File: src/rtl/branch_pc_unit.sv
// PC ownership and branch resolution downstream of the ALU: registered flags,
// conditional/unconditional branches, single-bubble flush, link write and halt.
module branch_pc_unit #(
  parameter logic [31:0] RESET_PC = 32'h0000_0000,
  parameter int unsigned PC_STEP  = 4
) (
  input  logic        clk,
  input  logic        rst_n,
  input  logic        instr_valid,
  input  logic        stall,
  input  logic        halt,
  input  logic        flag_we,
  input  logic [2:0]  alu_flags,
  input  logic [2:0]  br_type,
  input  logic [31:0] br_target,
  output logic [31:0] pc,
  output logic [2:0]  flags_q,
  output logic        taken,
  output logic        flush,
  output logic        link_we,
  output logic [31:0] link_addr,
  output logic        halted
);

  typedef enum logic [1:0] {RUN, FLUSH, HALT} state_e;
  typedef enum logic [2:0] {
    BR_NONE = 3'b000, BR_BR = 3'b001, BR_BLTZ = 3'b010, BR_BZ = 3'b011,
    BR_BNZ  = 3'b100, BR_BCY = 3'b101, BR_BNCY = 3'b110, BR_BL = 3'b111
  } br_e;

  state_e      state, state_nx;
  logic        accept;
  logic        cond;
  logic        do_branch;
  logic        do_link;
  logic [31:0] pc_seq;
  logic [31:0] target_aligned;

  assign accept         = (state == RUN) && instr_valid && !stall;
  assign pc_seq         = pc + PC_STEP;
  assign target_aligned = br_target & ~32'h3;
  assign flush          = (state == FLUSH);
  assign halted         = (state == HALT);

  // Conditions use the registered flags, so a same-cycle flag_we is not visible here.
  always_comb begin
    cond = 1'b0;
    case (br_e'(br_type))
      BR_BR,
      BR_BL:   cond = 1'b1;
      BR_BLTZ: cond = flags_q[1];
      BR_BZ:   cond = flags_q[0];
      BR_BNZ:  cond = !flags_q[0];
      BR_BCY:  cond = flags_q[2];
      BR_BNCY: cond = !flags_q[2];
      default: cond = 1'b0;
    endcase
  end

  assign do_branch = accept && !halt && cond;
  assign do_link   = accept && !halt && (br_e'(br_type) == BR_BL);

  always_comb begin
    state_nx = state;
    case (state)
      RUN: begin
        if (accept && halt)   state_nx = HALT;
        else if (do_branch)   state_nx = FLUSH;
      end
      FLUSH:   if (!stall) state_nx = RUN;
      HALT:    state_nx = HALT;
      default: state_nx = RUN;
    endcase
  end

  always_ff @(posedge clk) begin
    if (!rst_n) begin
      state     <= RUN;
      pc        <= RESET_PC;
      flags_q   <= '0;
      taken     <= 1'b0;
      link_we   <= 1'b0;
      link_addr <= '0;
    end else begin
      state   <= state_nx;
      taken   <= do_branch;
      link_we <= do_link;
      if (accept && !halt) begin
        pc <= do_branch ? target_aligned : pc_seq;
        if (flag_we) flags_q <= alu_flags;
      end
      if (do_link) link_addr <= pc_seq;
    end
  end

endmodule
File: config.mk
export PLATFORM = sky130hd
export DESIGN_NAME = branch_pc_unit
export DESIGN_NICKNAME = d
export VERILOG_FILES = /design/src/rtl/branch_pc_unit.sv
export SDC_FILE = /design/constraint.sdc
export NUM_CORES = 1
export LEC_CHECK = 0
export CELL_PAD_IN_SITES_DETAIL_PLACEMENT = 0
export CELL_PAD_IN_SITES_GLOBAL_PLACEMENT = 1
export CORE_UTILIZATION = 33
export DETAILED_ROUTE_END_ITERATION = 8
export PLACE_DENSITY_LB_ADDON = 0.1
export SLEW_MARGIN = 10
export SYNTH_ARGS = -nofsm -noshare
export SYNTH_HDL_FRONTEND = slang
export SYNTH_SLANG_ARGS = --single-unit
File: constraint.sdc
create_clock -name clk -period 2.5 [get_ports clk]
set_clock_uncertainty 0.05 [all_clocks]
set_input_delay 0.5 -clock clk [delete_from_list [all_inputs] [get_ports clk]]
set_output_delay 0.5 -clock clk [all_outputs]
set_load 0.01 [all_outputs]
# Word-level counts from Yosys, hierarchy flattened
# Cells that the tools add are included.
[classes]
add_sub_neg = 1
eq_ne = 11
n_mux = 6
n_reduce_logical = 14
[op_table]
columns = ["op", "count"]
rows = [
  ["adder 32 x 3 -> 32 bit, second input constant", 1],
  ["two-way mux 32 bit", 1],
  ["equality test 3 bit, second input constant", 4],
  ["equality test 3 x 2 -> 1 bit, second input constant", 2],
  ["logical AND 1 bit", 6],
  ["two-way mux 2 bit", 3],
  ["one-hot mux 1 bit (6 select lines)", 1],
  ["one-hot mux 2 bit (3 select lines)", 1],
  ["logical NOT 1 bit", 4],
  ["AND reduction 2 bit", 2],
  ["equality test 3 x 1 -> 1 bit, second input constant", 1],
  ["!= test 3 x 2 -> 1 bit, second input constant", 1],
  ["equality test 2 x 1 -> 1 bit, second input constant", 1],
  ["equality test 2 bit, second input constant", 1],
  ["logical NOT 2 bit", 1],
  ["!= test 2 bit, second input constant", 1],
  ["OR reduction 2 bit", 1],
]
[word_totals]
reg_bits = 71
in_bits = 44
output_inout_bits = 71
elab_cells = 38

# Depth between registers and ports, before layout
# Gate-level depths: netlist of the first run.
[depth]
word_depth = 8
ltp_mapped = 7

# Worst setup path before layout of the first run
# Ideal clock, no wire load.
[synth_path]
kind = "register to register"
start = "register pc[2]"
end = "register pc[30]"
arrival_ns = 2.149
required_ns = 2.323
path_slack_ns = 0.175
path_stages_with_launch = 7
path_buffers = 0
period_less_slack_ns = 2.325
cell_sequence = "dfxtp_1 -> ha_1 -> and4_4 -> nand2_4 -> or4_4 -> and4_4 -> or3_1"
[synth_between]
elab_chain_cells = 2
[synth_rtl]
columns = ["item", "line_no", "text"]
rows = [
  ["start, declared", "16", "output logic [31:0] pc,"],
  ["start signal, assigned", "89", "pc <= do_branch ? target_aligned : pc_seq;"],
  ["adder 32 x 3 -> 32 bit", "40", "assign pc_seq = pc + PC_STEP;"],
  ["two-way mux 32 bit", "89", ""],
]
# Every way passes these cells.
# A chain may end at the register's enable or synchronous reset.

# Final worst setup path of the first run
# Ends and elaborated chain as after synthesis.

==> impl_metrics.tcl, run 1 <==
set metrics [dict create \
    grt_pass1_vias 3551 \
    irDropWorstVdd_uv 228.5 \
    whs_path_depth 2 \
    avgSynthCellArea_sq_um 8.140 \
    ant_nets 0 \
    multiInputGateArea_sq_um 2043 \
    min_to "link_addr[14]" \
    timing.hold.ws_ns 0.4474 \
    die_area_sq_um 11200 \
    synth_top_area_cell "dfxtp_1" \
    finalCoreUtilization 0.4954 \
    synth_top_area_frac 0.3771 \
    hp-start "link_addr[14]" \
    ys.flop_type "dfxtp_1" \
    grt_max_degree 57 \
    antenna_found_initial 0 \
    power.leakage_nw 1.843 \
    vias 3676 \
    worst-r2r-setup-slack_ns 0.29 \
    hold_viol 0 \
    r2r-start "pc[2]" \
    stdcell_count 697 \
    wirelength_mm 11.29 \
    tritoncts "yes" \
    setup_tns_ns 0 \
    cts-htree-levels 3 \
    swShare 0.2688 \
    area_growth_pct 44.42 \
    layout.nets 601 \
    finalSetupViolations 0 \
    switchingPower_mw 0.6182 \
    p_comb_frac 0.150 \
    io_pins 115 \
    die_w_microns 105.8 \
    wl_per_cell_microns 16.20 \
    die_h_microns 105.8 \
    cts-buffers-inserted 9 \
    cap_violations 0 \
    drive_above_1_share 0.1266 \
    insertedDiodeCount 0 \
    postCtsSetupBuffers 0 \
    min_period_ns 2.210 \
    grt_util_all_layers 0.2085 \
    place.gp.congestion 0.8250 \
    worstSetupPathType "register to register" \
    powerDensity_nw_per_um2 447.7 \
    power_mw 2.300 \
    dp_hpwl_mm 8.065 \
    cp_max_fo 9 \
    max_freq_mhz 452.5 \
    clkPwrFrac 0.367 \
    required_ns 2.68 \
    regArea_sq_um 1341 \
    synth_top_cells_by_area "dfxtp_1, mux2i_1, a21oi_1, nand3_1, o21ai_0" \
    ys_types 51 \
    synth_area_sq_um 3557 \
    hp-class "register to register" \
    cts.reportedPaths.clkPinSlew_ns 0.08 \
    gr-total-overflow 0 \
    min_period_over_period 0.8840 \
    syn_inst 437 \
    pwr-share-seq 0.483 \
    viasPerCell 5.274 \
    rsz0062_at_grt "false" \
    cts_hold_buf 0 \
    internal-power_mw 1.682 \
    dp_slack_ns 0.03619 \
    ys_warn_count 0 \
    std_cell_rows 37 \
    fin_area_sq_um 5137 \
    worst_slack_ns 0.2899 \
    synth-edff-count 0 \
    clock_latency_ns 0.34 \
    cts_num_sinks 67 \
    status "completed" \
    reg2reg_depth 6 \
    cp_data_arrival_time_ns 2.39 \
    drt_iter0_markers 140 \
    end_kind "register" \
    core_sq_um 10370 \
    synth_seq_cells 67 \
    nFillCells 1040 \
    grt_pass1_wl_mm 18.47 \
    final_max_slew_viol_count 0 \
    dpl_cell_area_sq_um 4957 \
    placed_cells 681 \
    io_buffer_count 108 \
    drc 0 \
    root_buffer "clkbuf_8" \
    initial_core_util 0.3430 \
    cp-start-kind "register" \
    cts-resized-gates 0 \
    ctsLongestPathBuffers 2 \
    ys_seq_area_frac 0.3771 \
    r2r_end "pc[30]" \
    drtPass1Iterations 7 \
    async_reset_ff_frac 0 \
]
## cells in the final DEF, fill, tap and decap left out, types with 8 or more instances in the layout
cell	count
nand3_1	34
nor3_1	10
a211oi_1	8
nand2_1	36
buf_4	33
mux2i_1	26
xnor2_1	8
clkbuf_8	11
o21ai_0	29
o22ai_1	17
a21oi_1	35
nand4_1	11
clkdlybuf4s50_1	107
xor2_1	15
nor2_1	27
dfxtp_1	67
a31oi_1	8
## cell usage after synthesis (all sizes together) (2+ instances only)
| master | n |
|---|---|
| a211oi | 8 |
| xnor2 | 8 |
| inv | 5 |
| o21a | 2 |
| nor4 | 7 |
| mux2i | 26 |
| xor2 | 15 |
| o221ai | 4 |
| clkbuf | 23 |
| nand3b | 2 |
| or3 | 7 |
| o21ai | 30 |
| or2 | 3 |
| and4 | 7 |
| o22ai | 17 |
| buf | 16 |
| and3 | 5 |
| nor3 | 11 |
| a31oi | 8 |
| nand2 | 38 |
| and2 | 3 |
| a21oi | 35 |
| nand3 | 34 |
| or4 | 4 |
| nor2 | 27 |
| nand4 | 11 |
| nor2b | 3 |
| dfxtp | 67 |
## critical path, stage by stage, from the launching register on
cell	delay (ns)
dfxtp_1	0.34
ha_1	0.19
and4_4	0.26
nand2_4	0.11
or4_4	0.58
and4_4	0.21
or3_1	0.36
## power by group through the flow
stage | combinational, mW | clock, mW | sequential (mW)
after CTS | 0.347 | 0.883 | 1.11
final | 0.345 | 0.845 | 1.11
after global placement | 0.343 | 0 | 1.14
after detailed placement | 0.345 | 0 | 1.14
after global routing | 0.372 | 0.918 | 1.11
after floorplan | 0.147 | 0 | 1.15
## per-layer routing
| metal | up-vias | share of wire | GRT usage | routed length, microns |
|---|---|---|---|---|
| met5 | - | 0 | 0 | 0 |
| met4 | 0 | 0.011 | 0.06151 | 127 |
| met3 | 12 | 0.043 | 0.03154 | 489 |
| met2 | 96 | 0.50 | 0.3581 | 5595 |
| met1 | 1743 | 0.45 | 0.2683 | 5079 |
| li1 | 1825 | - | - | - |
## logic make-up (layout without fill, tap and decap cells)
logic type / Yosys count / count (layout) / synth area share
fa+ha+maj: 1 / 1 / 0.003517
xor+xnor: 23 / 23 / 0.05663
flops: 67 / 67 / 0.3771
mux: 27 / 27 / 0.07633
buf+inv: 44 / 165 / 0.05628
other cells: 1 / 4 / 0.001054
simple gates: 167 / 167 / 0.2550
compound gates: 107 / 107 / 0.1741
## sequential cells by signal, summed over array words and instances, names as in the netlist
name	count
flags_q	3
link_addr	30
link_we	1
pc	30
state	2
taken	1
## how the worst max path moves through the flow
| stage | from | endpoint | slack [ns] | cells after the start |
|---|---|---|---|---|
| after floorplan | pc[2] | pc[30] | 0.17 | 6 |
| after global placement | halt | pc[30] | 0.09 | 6 |
| after detailed placement | halt | pc[25] | 0.04 | 6 |
| after CTS | pc[2] | pc[30] | 0.29 | 6 |
| after global routing | pc[13] | pc[30] | 0.18 | 5 |
| final | pc[2] | pc[30] | 0.29 | 6 |
## area by class of cell
class                           instances  area share
Sequential cell                        67      0.2611
Clock buffer                           12     0.03020
Timing Repair Buffer                  144      0.2694
Inverter                                5    0.003653
Tap cell                              136     0.03312
Multi-Input combinational cell        329      0.3977
Clock inverter                          4    0.004871
Note: power is estimated with default switching activity, not from simulation.
==> run 2: changes to the inputs <==
Settings changed: GPL_TIMING_DRIVEN from default to 0.
==> run 2 against run 1 <==
Compared with the run above:
- non-clock buffer count up 2
- sequential cell count unchanged
- combinational power down 5.8%
- final cell count up 0.14%
- core utilization down 1.3 points
- critical endpoint unchanged
- highest routed layer unchanged
==> impl_metrics.tcl, run 2 (synthesis results as in run 1) <==
set metrics [dict create \
    status "completed" \
    finalSetupViolations 0 \
    tritoncts "yes" \
    area_growth_pct 40.59 \
    grt_util_all_layers 0.2238 \
    ctsLongestPathBuffers 2 \
    top_regs "link_addr x30, pc x30, flags_q x3" \
    layout.nets 603 \
    dpl_cell_area_sq_um 4810 \
    hold_viol 0 \
    cts_num_sinks 67 \
    nFillCells 1060 \
    viasPerCell 5.269 \
    drt_iter0_markers 192 \
    place.gp.congestion 0.8013 \
    grt_max_degree 11 \
    die_area_sq_um 11200 \
    cts-buffers-inserted 9 \
    insertedDiodeCount 0 \
    powerDensity_nw_per_um2 445.1 \
    power.leakage_nw 1.753 \
    drtPass1Iterations 4 \
    max_slew.worst_pin.slew_ns 0.7050 \
    worstSetupPathType "register to register" \
    irDropWorstVdd_uv 230.5 \
    antenna_found_initial 0 \
    rsz0062_at_grt "true" \
    initial_core_util 0.3430 \
    drc 0 \
    dp_hpwl_mm 8.980 \
    hp-class "register to register" \
    gr-total-overflow 0 \
    clock_latency_ns 0.34 \
    wl_per_cell_microns 17.51 \
    end_kind "register" \
    fin_area_sq_um 5001 \
    cts_hold_buf 0 \
    crit_buf_inv 0 \
    stdcell_count 698 \
    root_buffer "clkbuf_8" \
    path_cells "ha_4 > and4_4 > nand2_4 > or4_4 > and4_4 > or3_1" \
    final_common_cell "clkdlybuf4s50_1" \
    io_buffer_count 107 \
    ant_nets 0 \
    max_freq_mhz 423.2 \
    final_cell_mix "clkdlybuf4s50_1, dfxtp_1, nand2_1" \
    cts.reportedPaths.clkPinSlew_ns 0.07 \
    io_pins 115 \
    required_ns 2.67 \
    min_period_ns 2.363 \
    die_h_microns 105.8 \
    final_max_slew_viol_count 0 \
    grt_pass1_wl_mm 19.46 \
    grt_pass1_vias 3530 \
    min_period_over_period 0.9453 \
    wirelength_mm 12.22 \
    core_sq_um 10370 \
    cts-htree-levels 3 \
    drive_above_1_share 0.09253 \
    slew-limit-headroom 0.5261 \
    crit_path_top_delay_cell "or4_4" \
    cp_max_fo 9 \
    crit_family "simple AND/OR/NAND/NOR gates" \
    timing.hold.ws_ns 0.4506 \
    vias 3678 \
    slowest_delay_ns 0.58 \
    placed_cells 683 \
    cp_data_arrival_time_ns 2.53 \
    std_cell_rows 37 \
    cp-start-kind "register" \
    die_w_microns 105.8 \
    cap_violations 0 \
    cp_common_cell "and4_4" \
    power_mw 2.226 \
]
-- run 2: cell count changes in the layout (fill, tap and decap cells not counted), moves of 2 or more --
| cell | change |
|---|---|
| clkbuf_1 | +19 |
| buf_4 | -25 |
| buf_1 | +3 |
| buf_2 | +5 |
| clkbuf_2 | +4 |
| buf_12 | -3 |
| clkinvlp_4 | -2 |
-- run 2: what timing repair did --
action	4_1_cts	5_1_grt
endpoints found under the setup margin	27	31
hold endpoints to repair	0	0
resized for setup	5	10
buffers inserted	0	0
-- run 2: path summary, 6_finish.rpt --
kind                       from             to  slack [ns]  cells after the start
setup / recovery          pc[3]         pc[30]        0.14                      6
setup reg to reg          pc[3]         pc[30]        0.14                      6
hold / removal    link_addr[14]  link_addr[14]        0.45                      2
hold reg to reg   link_addr[14]  link_addr[14]        0.45                      2
-- run 2: final cells by class --
cell class | instances | area (sq um) | area share
Multi-Input combinational cell | 329 | 2049 | 0.4098
Buffer | 39 | 188.9 | 0.03778
Timing Repair Buffer | 107 | 1071 | 0.2142
Inverter | 5 | 18.77 | 0.003753
Tap cell | 136 | 170.2 | 0.03403
Sequential cell | 67 | 1343 | 0.2685
Clock buffer | 12 | 145.1 | 0.02902
Clock inverter | 3 | 15.01 | 0.003002
-- run 2: tightest hold or removal path, delay by kind of cell (launching register included) --
| kind | cells | cell delay (ns) |
|---|---|---|
| AOI/OAI and AO/OA | 2 | 0.14 |
| DFF | 1 | 0.31 |
-- run 2: report_power, final --
group | internal [mW] | switching (mW) | total, mW
clock network | 0.378 | 0.403 | 0.780
registers | 1.09 | 0.0305 | 1.12
logic | 0.163 | 0.162 | 0.325
total | 1.63 | 0.595 | 2.23
-- run 2: layer usage --
layer	wire [microns]	global-route usage	up-vias	part of all wire
li1	-	-	1825	-
met1	5541	0.2909	1728	0.45
met2	5856	0.3772	110	0.48
met3	676	0.04886	15	0.055
met4	146	0.04960	0	0.012
met5	0	0	-	0
-- run 2: through the flow --
stage	TNS [ns]	setup WS, ns	utilization
floorplan	0	0.1745	-
global placement	-18.73	-0.7551	0.4638
detailed placement	-20.00	-0.8306	0.4638
CTS	0	0.01265	0.4805
global route	-0.01807	-0.01807	0.4823
finish	0	0.1369	0.4823
